**config.mk**
```make
export PLATFORM = sky130hd
export DESIGN_NAME = ex_result_skid_buf_flat
export DESIGN_NICKNAME = d
export VERILOG_FILES = /design/src/rtl/cpu_pkg.sv /design/src/rtl/ex_result_skid_buf_if.sv /design/src/rtl/ex_result_skid_buf.sv /design/src/flat_wrapper.sv
export SDC_FILE = /design/constraint.sdc
export NUM_CORES = 1
export LEC_CHECK = 0
export BUFFER_PORTS_ARGS = -buffer_cell sky130_fd_sc_hd__buf_2
export CAP_MARGIN = 10
export CORE_MARGIN = 2
export CORE_UTILIZATION = 51
export DETAILED_ROUTE_END_ITERATION = 8
export MAX_ROUTING_LAYER = met4
export PLACE_DENSITY = 0.8
export SLEW_MARGIN = 10
export SYNTH_ARGS = -nofsm -noshare
export SYNTH_HDL_FRONTEND = slang
export SYNTH_SLANG_ARGS = --single-unit
```
**constraint.sdc**
```tcl
create_clock -name clk -period 2.5 [get_ports clk]
set_clock_uncertainty 0.2 [all_clocks]
set_input_delay 0.25 -clock clk [delete_from_list [all_inputs] [get_ports clk]]
set_output_delay 0.25 -clock clk [all_outputs]
set_load 0.01 [all_outputs]
```
**src/rtl/cpu_pkg.sv**
```systemverilog
`default_nettype none
// ============================================================================
// Module   : cpu_pkg
// Purpose  : Shared EX-stage types and constants used by the result skid
//            buffer, its handshake interface and the testbench.
// Contents : DATA_W / REG_W       - ALU result and register index widths
//            ex_res_t             - {result, rd, wb_en} payload of one beat
//            skid_state_t         - buffer occupancy state (EMPTY/ONE/FULL)
// Revision : 1.0 - initial release
// ============================================================================
package cpu_pkg;

    localparam int DATA_W = 32;
    localparam int REG_W  = 5;

    typedef struct packed {
        logic [DATA_W-1:0] result;
        logic [REG_W-1:0]  rd;
        logic              wb_en;
    } ex_res_t;

    // Encoding equals occupancy so the state register doubles as the count.
    typedef enum logic [1:0] {
        EMPTY = 2'd0,
        ONE   = 2'd1,
        FULL  = 2'd2
    } skid_state_t;

endpackage : cpu_pkg
`default_nettype wire

```
**src/rtl/ex_result_skid_buf_if.sv**
```systemverilog
`default_nettype none
// ============================================================================
// Module   : ex_result_skid_buf_if
// Purpose  : Valid/ready stream carrying one EX result beat per transfer.
// Signals  : valid   - producer presents a beat
//            ready   - consumer accepts the beat this cycle
//            result  - ALU result (DATA_W)
//            rd      - destination register index (REG_W)
//            wb_en   - beat is to be written back
// Modports : master - producer side (drives valid/payload, samples ready)
//            slave  - consumer side (samples valid/payload, drives ready)
// Revision : 1.0 - initial release
// ============================================================================
interface ex_result_skid_buf_if;

    logic                       valid;
    logic                       ready;
    logic [cpu_pkg::DATA_W-1:0] result;
    logic [cpu_pkg::REG_W-1:0]  rd;
    logic                       wb_en;

    modport master (
        output valid,
        output result,
        output rd,
        output wb_en,
        input  ready
    );

    modport slave (
        input  valid,
        input  result,
        input  rd,
        input  wb_en,
        output ready
    );

endinterface : ex_result_skid_buf_if
`default_nettype wire

```
**src/rtl/ex_result_skid_buf.sv**
```systemverilog
`default_nettype none
// ============================================================================
// Module   : ex_result_skid_buf
// Purpose  : Registered output stage behind the EX result mux. Holds up to two
//            {result, rd, wb_en} beats in a strict-FIFO skid buffer and hands
//            them to MEM/WB over a valid/ready handshake. Supports a
//            synchronous flush and an optional forwarding tap.
// Ports    : clk       - pipeline clock, all state on the rising edge
//            reset     - asynchronous, active-low reset
//            flush     - discard all buffered entries (wins over push/pop)
//            in_if     - slave stream from EX (in_ready = count != 2)
//            out_if    - master stream to MEM/WB (head entry)
//            count     - occupancy 0..2
//            fwd_valid - forwarding candidate valid
//            fwd_rd    - forwarding destination register
//            fwd_data  - forwarding value
// Config   : EX_FWD_BYPASS_EN defined   -> fwd_* show the youngest buffered
//                                          entry that will be written back
//            EX_FWD_BYPASS_EN undefined -> fwd_* tied to zero
// Revision : 1.0 - initial release
// ============================================================================
module ex_result_skid_buf
    import cpu_pkg::*;
(
    input  wire logic                clk,
    input  wire logic                reset,
    input  wire logic                flush,
    ex_result_skid_buf_if.slave      in_if,
    ex_result_skid_buf_if.master     out_if,
    output      logic [1:0]          count,
    output      logic                fwd_valid,
    output      logic [REG_W-1:0]    fwd_rd,
    output      logic [DATA_W-1:0]   fwd_data
);

    skid_state_t state_q;
    ex_res_t     head_q;
    ex_res_t     tail_q;

    logic        w_push;
    logic        w_pop;
    ex_res_t     w_in_beat;

    // r0 is hard-wired zero, so a write to it is never requested downstream.
    function automatic ex_res_t sanitize_beat(
        input logic [DATA_W-1:0] result,
        input logic [REG_W-1:0]  rd,
        input logic              wb_en
    );
        ex_res_t beat;
        beat.result = result;
        beat.rd     = rd;
        beat.wb_en  = wb_en & (rd != '0);
        return beat;
    endfunction

    // Youngest buffered entry that will write back: tail when both slots are
    // occupied and the tail writes, otherwise the head if it writes.
    function automatic ex_res_t fwd_select(
        input skid_state_t st,
        input ex_res_t     head,
        input ex_res_t     tail
    );
        ex_res_t sel;
        sel = '0;
        if ((st == FULL) && tail.wb_en) begin
            sel = tail;
        end else if ((st != EMPTY) && head.wb_en) begin
            sel = head;
        end
        return sel;
    endfunction

    // Handshake flags come from registered state only: no input-to-output path.
    assign in_if.ready   = (state_q != FULL);
    assign out_if.valid  = (state_q != EMPTY);
    assign out_if.result = head_q.result;
    assign out_if.rd     = head_q.rd;
    assign out_if.wb_en  = head_q.wb_en;
    assign count         = state_q;

    assign w_push    = in_if.valid & in_if.ready;
    assign w_pop     = out_if.valid & out_if.ready;
    assign w_in_beat = sanitize_beat(in_if.result, in_if.rd, in_if.wb_en);

    always_ff @(posedge clk or negedge reset) begin
        if (!reset) begin
            state_q <= EMPTY;
            head_q  <= '0;
            tail_q  <= '0;
        end else if (flush) begin
            // Entries are zeroed as well so out_wb_en drops with the flush.
            state_q <= EMPTY;
            head_q  <= '0;
            tail_q  <= '0;
        end else begin
            case (state_q)
                EMPTY: begin
                    if (w_push) begin
                        head_q  <= w_in_beat;
                        state_q <= ONE;
                    end
                end
                ONE: begin
                    case ({w_push, w_pop})
                        2'b10: begin
                            tail_q  <= w_in_beat;
                            state_q <= FULL;
                        end
                        2'b01: begin
                            state_q <= EMPTY;
                        end
                        2'b11: begin
                            // Head leaves while the new beat takes its place.
                            head_q  <= w_in_beat;
                        end
                        default: begin
                        end
                    endcase
                end
                FULL: begin
                    // in_ready is low here, so only a pop can occur.
                    if (w_pop) begin
                        head_q  <= tail_q;
                        state_q <= ONE;
                    end
                end
                default: begin
                    state_q <= EMPTY;
                end
            endcase
        end
    end

`ifdef EX_FWD_BYPASS_EN
    ex_res_t w_fwd_sel;

    assign w_fwd_sel = fwd_select(state_q, head_q, tail_q);
    assign fwd_valid = w_fwd_sel.wb_en;
    assign fwd_rd    = w_fwd_sel.rd;
    assign fwd_data  = w_fwd_sel.result;
`else
    assign fwd_valid = 1'b0;
    assign fwd_rd    = '0;
    assign fwd_data  = '0;
`endif

endmodule : ex_result_skid_buf
`default_nettype wire

```
**src/flat_wrapper.sv**
```systemverilog
// flat-port wrapper written by rule: the top's interface ports become plain ports
module ex_result_skid_buf_flat import cpu_pkg::*;
  (clk, reset, flush, count, fwd_valid, fwd_rd, fwd_data, in_if_valid, in_if_result, in_if_rd, in_if_wb_en, in_if_ready, out_if_valid, out_if_result, out_if_rd, out_if_wb_en, out_if_ready);
  ex_result_skid_buf_if in_if_i ();
  ex_result_skid_buf_if out_if_i ();
  input  wire logic clk;
  input  wire logic reset;
  input  wire logic flush;
  output      logic [1:0] count;
  output      logic fwd_valid;
  output      logic [REG_W-1:0] fwd_rd;
  output      logic [DATA_W-1:0] fwd_data;
  input wire logic [$bits(in_if_i.valid)-1:0] in_if_valid;
  input wire logic [$bits(in_if_i.result)-1:0] in_if_result;
  input wire logic [$bits(in_if_i.rd)-1:0] in_if_rd;
  input wire logic [$bits(in_if_i.wb_en)-1:0] in_if_wb_en;
  output wire logic [$bits(in_if_i.ready)-1:0] in_if_ready;
  output wire logic [$bits(out_if_i.valid)-1:0] out_if_valid;
  output wire logic [$bits(out_if_i.result)-1:0] out_if_result;
  output wire logic [$bits(out_if_i.rd)-1:0] out_if_rd;
  output wire logic [$bits(out_if_i.wb_en)-1:0] out_if_wb_en;
  input wire logic [$bits(out_if_i.ready)-1:0] out_if_ready;
  assign in_if_i.valid = in_if_valid;
  assign in_if_i.result = in_if_result;
  assign in_if_i.rd = in_if_rd;
  assign in_if_i.wb_en = in_if_wb_en;
  assign in_if_ready = in_if_i.ready;
  assign out_if_valid = out_if_i.valid;
  assign out_if_result = out_if_i.result;
  assign out_if_rd = out_if_i.rd;
  assign out_if_wb_en = out_if_i.wb_en;
  assign out_if_i.ready = out_if_ready;
  ex_result_skid_buf u_core (.clk(clk), .reset(reset), .flush(flush), .in_if(in_if_i), .out_if(out_if_i), .count(count), .fwd_valid(fwd_valid), .fwd_rd(fwd_rd), .fwd_data(fwd_data));
endmodule
```
======== Word level (Yosys, flattened, before mapping) ========
Cells that the tools add are included.
storage, ports and cells
  output and inout bits ................... 80
  bits of input ports ..................... 43
  bits in registers ....................... 78
  logic and storage cells ................. 42
cells by class
  equality and inequality tests ........... 10
  reductions and logical operators ........ 9
  bitwise gates (word level) .............. 3
  mux-type cells .......................... 13
operators with widths
  operator                                               count
  2-to-1 mux 38 bit                                      7
  one-hot mux 38 bit (3 select lines)                    1
  equality test 2 bit, second input constant             3
  2-to-1 mux 2 bit                                       3
  inequality test 3 x 2 -> 1 bit, second input constant  2
  one-hot mux 2 bit (3 select lines)                     1
  nonzero test 2 bit                                     3
  nonzero test 5 bit                                     1
  equality test 2 x 1 -> 1 bit, second input constant    2
  inequality test 4 x 3 -> 1 bit, second input constant  1
  one-hot mux 2 bit (2 select lines)                     1
  AND reduction 4 bit                                    1
  nonzero test 4 bit                                     1
  AND 1 bit                                              3
  inequality test 3 bit, second input constant           1
  AND reduction 3 bit                                    1
  logical NOT 2 bit                                      1
  inequality test 2 bit, second input constant           1
  AND reduction 2 bit                                    1

======== Depth between registers and ports, before layout ========
Gate-level depths: netlist of the first run.
  depth after elaboration ................. 6
  mapped depth ............................ 13
  gate-level depth less buffers ........... 9

======== Least setup slack after synthesis of the first run ========
Ideal clock, no wire load.
  path type ............................... reg2reg
  from .................................... register u_core.state_q[1] (netlist: u_core.count[1])
  to ...................................... register u_core.head_q, in the netlist u_core.out_if.result[26]
  setup time .............................. 0.092 ns
  stages on the path, launching flop included .. 14
  required time ........................... 2.208 ns
  path buffers ............................ 4
  data arrival time ....................... 1.982 ns
  period minus slack after synthesis ...... 2.274 ns
  setup slack ............................. 0.226 ns
  cell sequence ........................... dfrtp_1 > nor2b_1 > buf_2 > buf_4 > inv_1 > nand2_1 > inv_1 > ha_1 > nand3b_1 > o211a_1 > buf_6 > buf_2 > nand2_1 > o31ai_2
on the way
  word-level cells in the longest chain between the ends .. 5
  elaborated cells on any way between the ends .. 15
  those cells by class .................... eq/ne (7); mux (2); bitwise (2); reduce/logical (4)
RTL lines
  what                             line                       text
  from (decl)                      ex_result_skid_buf.sv:36   skid_state_t state_q;
  from (signal assigned)           ex_result_skid_buf.sv:88   state_q <= EMPTY;
  from (signal assigned)           ex_result_skid_buf.sv:93   state_q <= EMPTY;
  from (signal assigned)           ex_result_skid_buf.sv:101  state_q <= ONE;
  inequality test 2 bit *          ex_result_skid_buf.sv:75   assign in_if.ready = (state_q != FULL);
  named net in_if_ready            flat_wrapper.sv:17         output wire logic [$bits(in_if_i.ready)-1:0] in_if_ready;
  AND 1 bit *                      ex_result_skid_buf.sv:82   assign w_push = in_if.valid & in_if.ready;
  equality test 2 bit              ex_result_skid_buf.sv:105  case ({w_push, w_pop})
  inequality test 3 bit (no line)  --
  AND reduction 4 bit (no line) *  --
  to (signal assigned)             ex_result_skid_buf.sv:100  head_q <= w_in_beat;
  to (signal assigned)             ex_result_skid_buf.sv:115  head_q <= w_in_beat;
  to (signal assigned)             ex_result_skid_buf.sv:124  head_q <= tail_q;
  to (decl)                        ex_result_skid_buf.sv:37   ex_res_t head_q;
Mark *: on every way through the listed nets, which the timed path passes. The rest lies on a longest branch.
A chain may end at the register's enable or synchronous reset.

======== Final worst setup path of the first run ========
  from .................................... register u_core.state_q[0] (netlist: u_core.count[0])
  to ...................................... register u_core.head_q, in the netlist u_core.out_if.result[11]
on the way
  word-level cells in the longest chain between the ends .. 5
  elaborated cells on any way between the ends .. 15
  those cells by class .................... eq/ne (7); mux (2); bitwise (2); reduce/logical (4)
RTL lines
  what                                                                line
  inequality test 2 bit / nonzero test 2 bit (equally long branches)  ex_result_skid_buf.sv:75, ex_result_skid_buf.sv:76
  AND 1 bit (on tied branches)                                        ex_result_skid_buf.sv:82, ex_result_skid_buf.sv:83
  equality test 2 bit                                                 ex_result_skid_buf.sv:105
  inequality test 3 bit (no line)                                     --
  AND reduction 4 bit (no line)                                       --
Several ways; a longest one is shown, not always the timed one.

==> results of run 1 <==
-- area by class of cell --
type / count / area share [%]
clock inverters: 6 / 1.278
inverters: 4 / 0.3131
clock buffers: 10 / 2.870
flip-flops and latches: 78 / 40.70
diodes: 1 / 0.05218
repair buffers: 131 / 18.94
multi-input cells: 289 / 33.26
well taps: 99 / 2.583
-- power by group through the flow --
stage / Sequential (mW) / Clock, mW / Combinational (mW)
2_1_floorplan: 1.45 / 0 / 0.306
3_3_place_gp: 1.43 / 0 / 0.471
3_5_place_dp: 1.43 / 0 / 0.485
4_1_cts: 1.40 / 0.957 / 0.530
5_1_grt: 1.42 / 1.01 / 0.583
6_report: 1.40 / 0.929 / 0.528
-- Yosys cell counts, types with 2 or more instances --
cell	count	share of area, %
nand2_1	116	11
dfrtp_1	78	51
buf_4	44	8.5
a21oi_1	40	5.2
mux2i_1	38	9.8
o31ai_1	34	6.6
buf_2	11	1.4
clkbuf_1	11	1.1
nor2_1	6	0.58
inv_1	4	0.39
ha_1	3	0.97
o31ai_2	3	0.97
buf_6	2	0.58
-- through the flow --
| stage | cells | worst slack, ns |
|---|---|---|
| after floorplan | 439 | 0.2259 |
| after global placement | 563 | 0.2946 |
| after detailed placement | 563 | 0.1782 |
| after CTS | 617 | 0.1559 |
| after global routing | 617 | 0.01989 |
| final | 618 | 0.1575 |
-- flip-flops by register name, indices dropped and copies added (netlist names) --
name                  flops
u_core.tail_q            38
u_core.out_if.result     32
u_core.out_if.rd          5
u_core.count              2
u_core.out_if.wb_en       1
-- kinds of logic (layout without fill, tap and decap cells) --
group,count (synthesis),after routing
AOI/OAI and AO/OA,81,81
muxes,38,38
and+or+nand+nor,129,129
buffers and inverters,72,151
DFF,78,78
adders and majority gates,3,3
other,1,39
-- metal layers --
metal / vias up / global-route usage [%] / routed length [um]
li1: 1492 / - / -
met1: 1420 / 27.28 / 3633
met2: 110 / 32.10 / 4066
met3: 10 / 2.988 / 525
met4: 0 / 9.848 / 144
met5: - / - / 0
-- critical path, cell delays in order, from the launching register on --
cell,delay [ns]
dfrtp_1,0.46
or2_2,0.33
nand2_1,0.10
inv_1,0.06
ha_1,0.19
nand3b_1,0.09
o211a_2,0.34
buf_12,0.26
nand2_1,0.10
o31ai_1,0.08
-- what timing repair did --
| item | in CTS | in global routing |
|---|---|---|
| hold endpoints to repair | 76 | 0 |
| hold buffers | 38 | 0 |
| endpoints found under the setup margin | 0 | 0 |
-- final timing paths --
check / slack (ns) / to / cells past startpoint
setup / recovery: 0.16 / u_core.out_if.result[11] / 9
hold / removal: 0.06 / u_core.count[1] / 4
setup reg to reg: 0.16 / u_core.out_if.result[11] / 9
hold reg to reg: 0.27 / u_core.out_if.result[12] / 2
max in group asynchronous: 1.29 / u_core.tail_q[23] / 3
min in group asynchronous: 0.21 / u_core.tail_q[4] / 2
==> results.cfg, run 1 <==
[power_and_ir_drop]
internal_power_mw = 2.058
total_power_mw = 2.862
p_comb_share_pct = 18.4
p_seq_share_pct = 49.1
p_leak_nw = 2.233
power_switching_uw = 803.6
p_clk_share_pct = 32.5
ir_worst_vdd_mv = 0.3093
switching_share_pct = 28.08
power_density_nw_per_um2 = 596.7

[sta]
hold_viol = 0
setup_viol = 0
fin_setup_tns_ns = 0
finalCritPeriodShare_pct = 93.70
rsz0062_at_grt = no
worstMarginPinSlew_ns = 0.7927
slew_headroom_pct = 47.15
finalHoldWorstSlack_ns = 0.06281
drv_slew = 0
max_freq_mhz = 426.9
layout_min_cycle_time_ns = 2.342

[clock_network]
cts.clk_slew.worst_paths_ns = 0.08
cts_setup_buffers = 0
cts.sinks = 78
cts_resized = 0
cts_max_level = 3
cts_buffers = 9
cts_buffer_depth = 2
cts-root-buf = clkbuf_8
cts_tree = yes
clkLatencyLatePin_ns = 0.34

[synthesis]
synth_top_family_by_area = compound AO/OA/AOI/OAI gates
ys_warn_count = 0
synth_fa_ha_area_share_pct = 0.9712
yosysUniqueCellTypes = 25
synth_xor_area_share_pct = 0
ys_ff_latch = 78
synth-compound-area-share_pct = 13.50
ys.flop_type = dfrtp_1
synth_edf_count = 0
synth_cells = 402
yosys.area_share.simple_pct = 13.08
syn_area_um2 = 3865
synthMuxAreaShare_pct = 9.841
async_flop_share_pct = 100.0
syn_avg_cell_area_um2 = 9.614
yosysSeqAreaShare_pct = 50.50

[final_layout]
fillers = 611
register_area_um2 = 1952
final_cell_mix = 116 x nand2_1, 83 x buf_2, 78 x dfrtp_1
finalInstanceArea_um2 = 4796
drive_gt1_share_pct = 22.20
fin_util_pct = 65.77
final_net_count = 559
multi_input_area_um2 = 1595
layout_commonest_cell = nand2_1
syn_to_final_growth_pct = 24.09

[setup_path]
end_kind = register
cp.arrival_ns = 2.38
crit_fanout = 50
start_kind = register
critical_path_required_ns = 2.53
crit_type = register to register
timing.rr.start = u_core.count[0]
worstSetupStartpoint = u_core.count[0]

[routing]
drc_errors = 0
post_drt_wl_per_cell_um = 13.55
wl_um = 8371
drtIter0Drc = 205
vias = 3032
viasPerCell = 4.906
dr.pass1.iters = 5
ant_nets = 0

[worst_hold_path]
holdCritStartpoint = out_if_ready
min-delay-path-class = input port to register

[placed_design]
finalWeightedCongestion = 0.8092
port_buffers = 84
dpl.hpwl_um = 5292
post_dp_cell_area_um2 = 4214

[floorplan]
rows = 31
boundaryPins = 123
initial_core_util_pct = 53.00
die_w_um = 91.06
core_um2 = 7292
dieArea_um2 = 8291
die_height_um = 91.06

[global_route]
grt_pass1_wl_um = 13500
grt-ovfl-total = 0
grt_use_total_pct = 20.79
antenna_found_initial = 0
grt_pass1_vias = 2800
grt_max_degree = 79

[status]
status = complete, no violations

[run]
drv_cap = 0
No activity file was read; power rests on OpenSTA's default activity.
==> run 2, diff against run 1 <==
--- a/config.mk
+++ b/config.mk
@@ -11,7 +11,7 @@
 export CORE_UTILIZATION = 51
 export DETAILED_ROUTE_END_ITERATION = 8
 export MAX_ROUTING_LAYER = met4
-export PLACE_DENSITY = 0.8
+export PLACE_DENSITY = 0.89
 export SLEW_MARGIN = 10
 export SYNTH_ARGS = -nofsm -noshare
 export SYNTH_HDL_FRONTEND = slang
==> results.cfg, run 2 (synthesis gave the netlist of run 1 again) <==
[status]
status = complete, no violations

[final_layout]
layout_commonest_cell = nand2_1
finalInstanceArea_um2 = 4836
fin_util_pct = 66.32
final_cell_mix = 116 x nand2_1, 83 x buf_2, 78 x dfrtp_1
syn_to_final_growth_pct = 25.12
final_net_count = 563
drive_gt1_share_pct = 22.46
largest_reg_flops = 38
final_cells = 620
top_register = u_core.tail_q
n_antenna_cell = 0

[setup_path]
r2r_end = u_core.tail_q[28]
worstPathCellList = nor2b_4 -> inv_1 -> nand2_1 -> inv_1 -> ha_1 -> nand2_1 -> buf_4 -> nand2_1 -> a21oi_1
timing.rr.start = u_core.count[1]
cp.arrival_ns = 2.32
crit_family = simple AND/OR/NAND/NOR gates
worst-r2r-cell-count = 9
crit_type = register to register
reg2reg_slack_ns = 0.24
worstSetupStartpoint = u_core.count[1]
slowest_delay_ns = 0.45
slowest_stage = dfrtp_1
critical_path_required_ns = 2.56
end_kind = register
crit_fanout = 23
crit_path_frequent_cell = nand2_1
worst-path-buf-inv = 3
start_kind = register

[sta]
setup_viol = 0
finalCritPeriodShare_pct = 90.47
worstMarginPinSlew_ns = 0.9631
rsz0062_at_grt = no
fin_setup_tns_ns = 0
layout_min_cycle_time_ns = 2.262
max_freq_mhz = 442.1
drv_slew = 0
finalHoldWorstSlack_ns = 0.08780
slew_headroom_pct = 35.80
worst_slack_ns = 0.2382
hold_viol = 0

[routing]
post_drt_wl_per_cell_um = 14.08
viasPerCell = 5.013
ant_nets = 0
dr.pass1.iters = 5
wl_um = 8728
drc_errors = 0
vias = 3108
drtIter0Drc = 181

[worst_hold_path]
hold_path_depth = 4
min-delay-path-class = input port to register
hold_end = u_core.count[1]
holdCritStartpoint = out_if_ready

[clock_network]
cts-root-buf = clkbuf_8
cts_buffer_depth = 2
cts.sinks = 78
cts_buffers = 9
cts.clk_slew.worst_paths_ns = 0.08
cts_tree = yes
clkLatencyLatePin_ns = 0.34
cts_max_level = 3

[global_route]
antenna_found_initial = 0
grt_use_total_pct = 22.09
grt_pass1_vias = 3043
grt_max_degree = 79
grt_pass1_wl_um = 14380
grt-ovfl-total = 0

[floorplan]
initial_core_util_pct = 53.00
die_w_um = 91.06
die_height_um = 91.06
rows = 31
boundaryPins = 123
dieArea_um2 = 8291
core_um2 = 7292

[placed_design]
place_inst = 567
pre_cts_slack_ns = 0.2591
port_buffers = 84
dpl.hpwl_um = 5526
finalWeightedCongestion = 0.8060
post_dp_cell_area_um2 = 4219

[power_and_ir_drop]
ir_worst_vdd_mv = 0.3424
total_power_mw = 3.065
power_density_nw_per_um2 = 633.8
p_leak_nw = 2.263

[run]
drv_cap = 0
[run 2: cell types whose count changed in the layout (fill, tap and decap cells not counted), sizes merged]
cell,delta
buf,+4
clkinv,-3
bufinv,+2
clkbuf,+1
clkinvlp,-1
diode,-1
[run 2: metal layers]
| layer | track usage (%) | wire length (um) |
|---|---|---|
| met5 | - | 0 |
| met3 | 5.477 | 395 |
| met4 | 7.449 | 112 |
| met2 | 36.11 | 4531 |
| met1 | 26.95 | 3689 |
[run 2: worst max-delay path by stage]
stage,cells after the start,to,slack (ns)
2_1_floorplan,13,u_core.out_if.result[26],0.23
3_3_place_gp,9,u_core.tail_q[13],0.37
3_5_place_dp,9,u_core.out_if.result[19],0.26
4_1_cts,9,u_core.tail_q[17],0.23
5_1_grt,9,u_core.tail_q[17],0.09
6_report,9,u_core.tail_q[28],0.24
[run 2: area by class of cell]
class / count / area [um2]
Inverter: 4 / 15.01
Tap cell: 99 / 123.9
Multi-Input combinational cell: 289 / 1595
Clock buffer: 11 / 141.4
Clock inverter: 4 / 95.09
Sequential cell: 78 / 1952
Fill cell: 576 / 2456
Timing Repair Buffer: 135 / 913.4
[run 2: tightest hold or removal path: stages]
cell	delay (ns)
buf_2	0.12
nor2_1	0.05
a21oi_1	0.12
nor2_1	0.05
[run 2: what timing repair did]
item                       4_1_cts  5_1_grt
hold endpoints to repair       115        0
buffers inserted                 0        0
hold buffers                    38        0
gates resized for setup          0        0
setup endpoints to repair        0        0
[run 2: power breakdown]
part | internal [mW] | total (mW) | leakage, nW | switching (mW)
Combinational | 0.223 | 0.534 | 1.10 | 0.311
Clock | 0.684 | 1.13 | 0.119 | 0.441
Sequential | 1.35 | 1.41 | 1.05 | 0.0544
Total | 2.26 | 3.07 | 2.26 | 0.806
==> run 3, diff against run 2 <==
--- a/config.mk
+++ b/config.mk
@@ -8,10 +8,10 @@
 export BUFFER_PORTS_ARGS = -buffer_cell sky130_fd_sc_hd__buf_2
 export CAP_MARGIN = 10
 export CORE_MARGIN = 2
-export CORE_UTILIZATION = 51
+export CORE_UTILIZATION = 55
 export DETAILED_ROUTE_END_ITERATION = 8
 export MAX_ROUTING_LAYER = met4
-export PLACE_DENSITY = 0.89
+export PLACE_DENSITY = 0.94
 export SLEW_MARGIN = 10
 export SYNTH_ARGS = -nofsm -noshare
 export SYNTH_HDL_FRONTEND = slang
==> constraint.sdc (replaced) <==
create_clock -name clk -period 2.8 [get_ports clk]
set_clock_uncertainty 0.2 [all_clocks]
set_input_delay 0.28 -clock clk [delete_from_list [all_inputs] [get_ports clk]]
set_output_delay 0.28 -clock clk [all_outputs]
set_load 0.01 [all_outputs]
==> results.cfg, run 3 (synthesis gave the netlist of run 1 again) <==
[status]
status = complete, no violations

[final_layout]
layout_commonest_cell = nand2_1
n_antenna_cell = 0
drive_gt1_share_pct = 21.86
syn_to_final_growth_pct = 24.31
largest_reg_flops = 38
final_net_count = 558
final_cell_mix = 116 x nand2_1, 83 x buf_2, 78 x dfrtp_1
top_register = u_core.tail_q

[setup_path]
end_kind = register
start_kind = register
r2r_end = u_core.out_if.result[1]
worst-r2r-cell-count = 9
crit_fanout = 19
critical_path_required_ns = 2.84
cp.arrival_ns = 2.35
reg2reg_slack_ns = 0.48
crit_type = register to register
timing.rr.start = u_core.count[0]

[clock_network]
cts_tree = yes
cts-root-buf = clkbuf_8
postCtsHoldBufs = 37
cts_max_level = 3
cts_resized = 0
cts_buffer_depth = 2
cts.clk_slew.worst_paths_ns = 0.07
cts_setup_buffers = 0
cts_buffers = 9
clkLatencyLatePin_ns = 0.34
cts.sinks = 78

[run]
drv_cap = 0

[power_and_ir_drop]
p_leak_nw = 2.244
power_switching_uw = 701.0
total_power_mw = 2.744
p_clk_share_pct = 37.2
p_comb_share_pct = 17.0
switching_share_pct = 25.55
power_density_nw_per_um2 = 571.0
p_seq_share_pct = 45.8
internal_power_mw = 2.043
ir_worst_vdd_mv = 0.3047

[sta]
drv_slew = 0
layout_min_cycle_time_ns = 2.316
max_freq_mhz = 431.8
setup_viol = 0
slew_headroom_pct = 35.54
fin_setup_tns_ns = 0
rsz0062_at_grt = no
worstMarginPinSlew_ns = 0.9669
finalHoldWorstSlack_ns = 0.01989
hold_viol = 0
finalCritPeriodShare_pct = 82.71

[global_route]
grt_pass1_vias = 2937
grt_use_total_pct = 23.35
grt-ovfl-total = 0
grt_max_degree = 79
antenna_found_initial = 0
grt_pass1_wl_um = 13440

[floorplan]
dieArea_um2 = 7714
boundaryPins = 123
core_um2 = 6794
die_w_um = 87.83
die_height_um = 87.83
initial_core_util_pct = 56.89
rows = 30

[routing]
drtIter0Drc = 157
dr.pass1.iters = 4
ant_nets = 0
vias = 3114
post_drt_wl_per_cell_um = 13.76
wl_um = 8437
drc_errors = 0
viasPerCell = 5.080

[worst_hold_path]
hold_end = u_core.tail_q[12]
hold_path_depth = 3
min-delay-path-class = input port to register
holdCritStartpoint = in_if_result[6]

[placed_design]
finalWeightedCongestion = 0.8027
port_buffers = 84
dpl.hpwl_um = 5449
run 3: cell types whose count changed in the layout (fill, tap and decap cells not counted), sizes merged:
| cell | change |
|---|---|
| dlygate4sd3 | -1 |
| clkbuf | +2 |
| buf | -4 |
| clkinv | -1 |
run 3: final cells by class:
type	count	area, um2
flip-flops and latches	78	1952
clock buffers	13	158.9
repair buffers	130	873.3
clock inverters	3	90.09
fillers	483	1989
well taps	96	120.1
inverters	4	15.01
multi-input cells	289	1595
run 3: metrics by stage:
stage               std cells  instance area, um2  util, %  setup slack (ns)
global placement          560                4185    61.60            0.5914
finish                    613                4805    70.72            0.4841
detailed placement        560                4185    61.60            0.4880
CTS                       613                4805    70.72            0.4589
global route              613                4805    70.72            0.2255
floorplan                 439                4004        -            0.5259
run 3: power groups by stage:
stage | clock network, mW | registers [mW] | logic [mW]
after floorplan | 0 | 1.30 | 0.273
after global placement | 0 | 1.27 | 0.412
after detailed placement | 0 | 1.28 | 0.428
after CTS | 1.04 | 1.26 | 0.469
after global routing | 1.09 | 1.26 | 0.521
final | 1.02 | 1.26 | 0.467
run 3: worst max-delay path: stages, from the launching register on:
cell,delay [ns]
dfrtp_1,0.46
or2_2,0.34
nand2_1,0.09
inv_1,0.06
ha_1,0.17
nand3b_1,0.08
o211a_2,0.36
buf_4,0.28
nand2_1,0.08
o31ai_1,0.07
run 3: routing by layer:
metal / wire (um) / track usage (%) / vias to the layer above
li1: - / - / 1491
met1: 3515 / 27.84 / 1516
met2: 4415 / 38.64 / 96
met3: 376 / 4.241 / 11
met4: 129 / 10.49 / 0
met5: 0 / - / -
run 3: worst max-delay path by stage:
stage | startpoint | to | slack (ns) | cells after the start
3_5_place_dp | u_core.count[0] | u_core.out_if.result[1] | 0.49 | 8
6_report | u_core.count[0] | u_core.out_if.result[1] | 0.48 | 9
3_3_place_gp | u_core.count[0] | u_core.out_if.rd[1] | 0.59 | 8
5_1_grt | u_core.count[1] | u_core.tail_q[21] | 0.23 | 9
4_1_cts | u_core.count[1] | u_core.tail_q[21] | 0.46 | 9
2_1_floorplan | u_core.count[1] | u_core.out_if.result[26] | 0.53 | 13
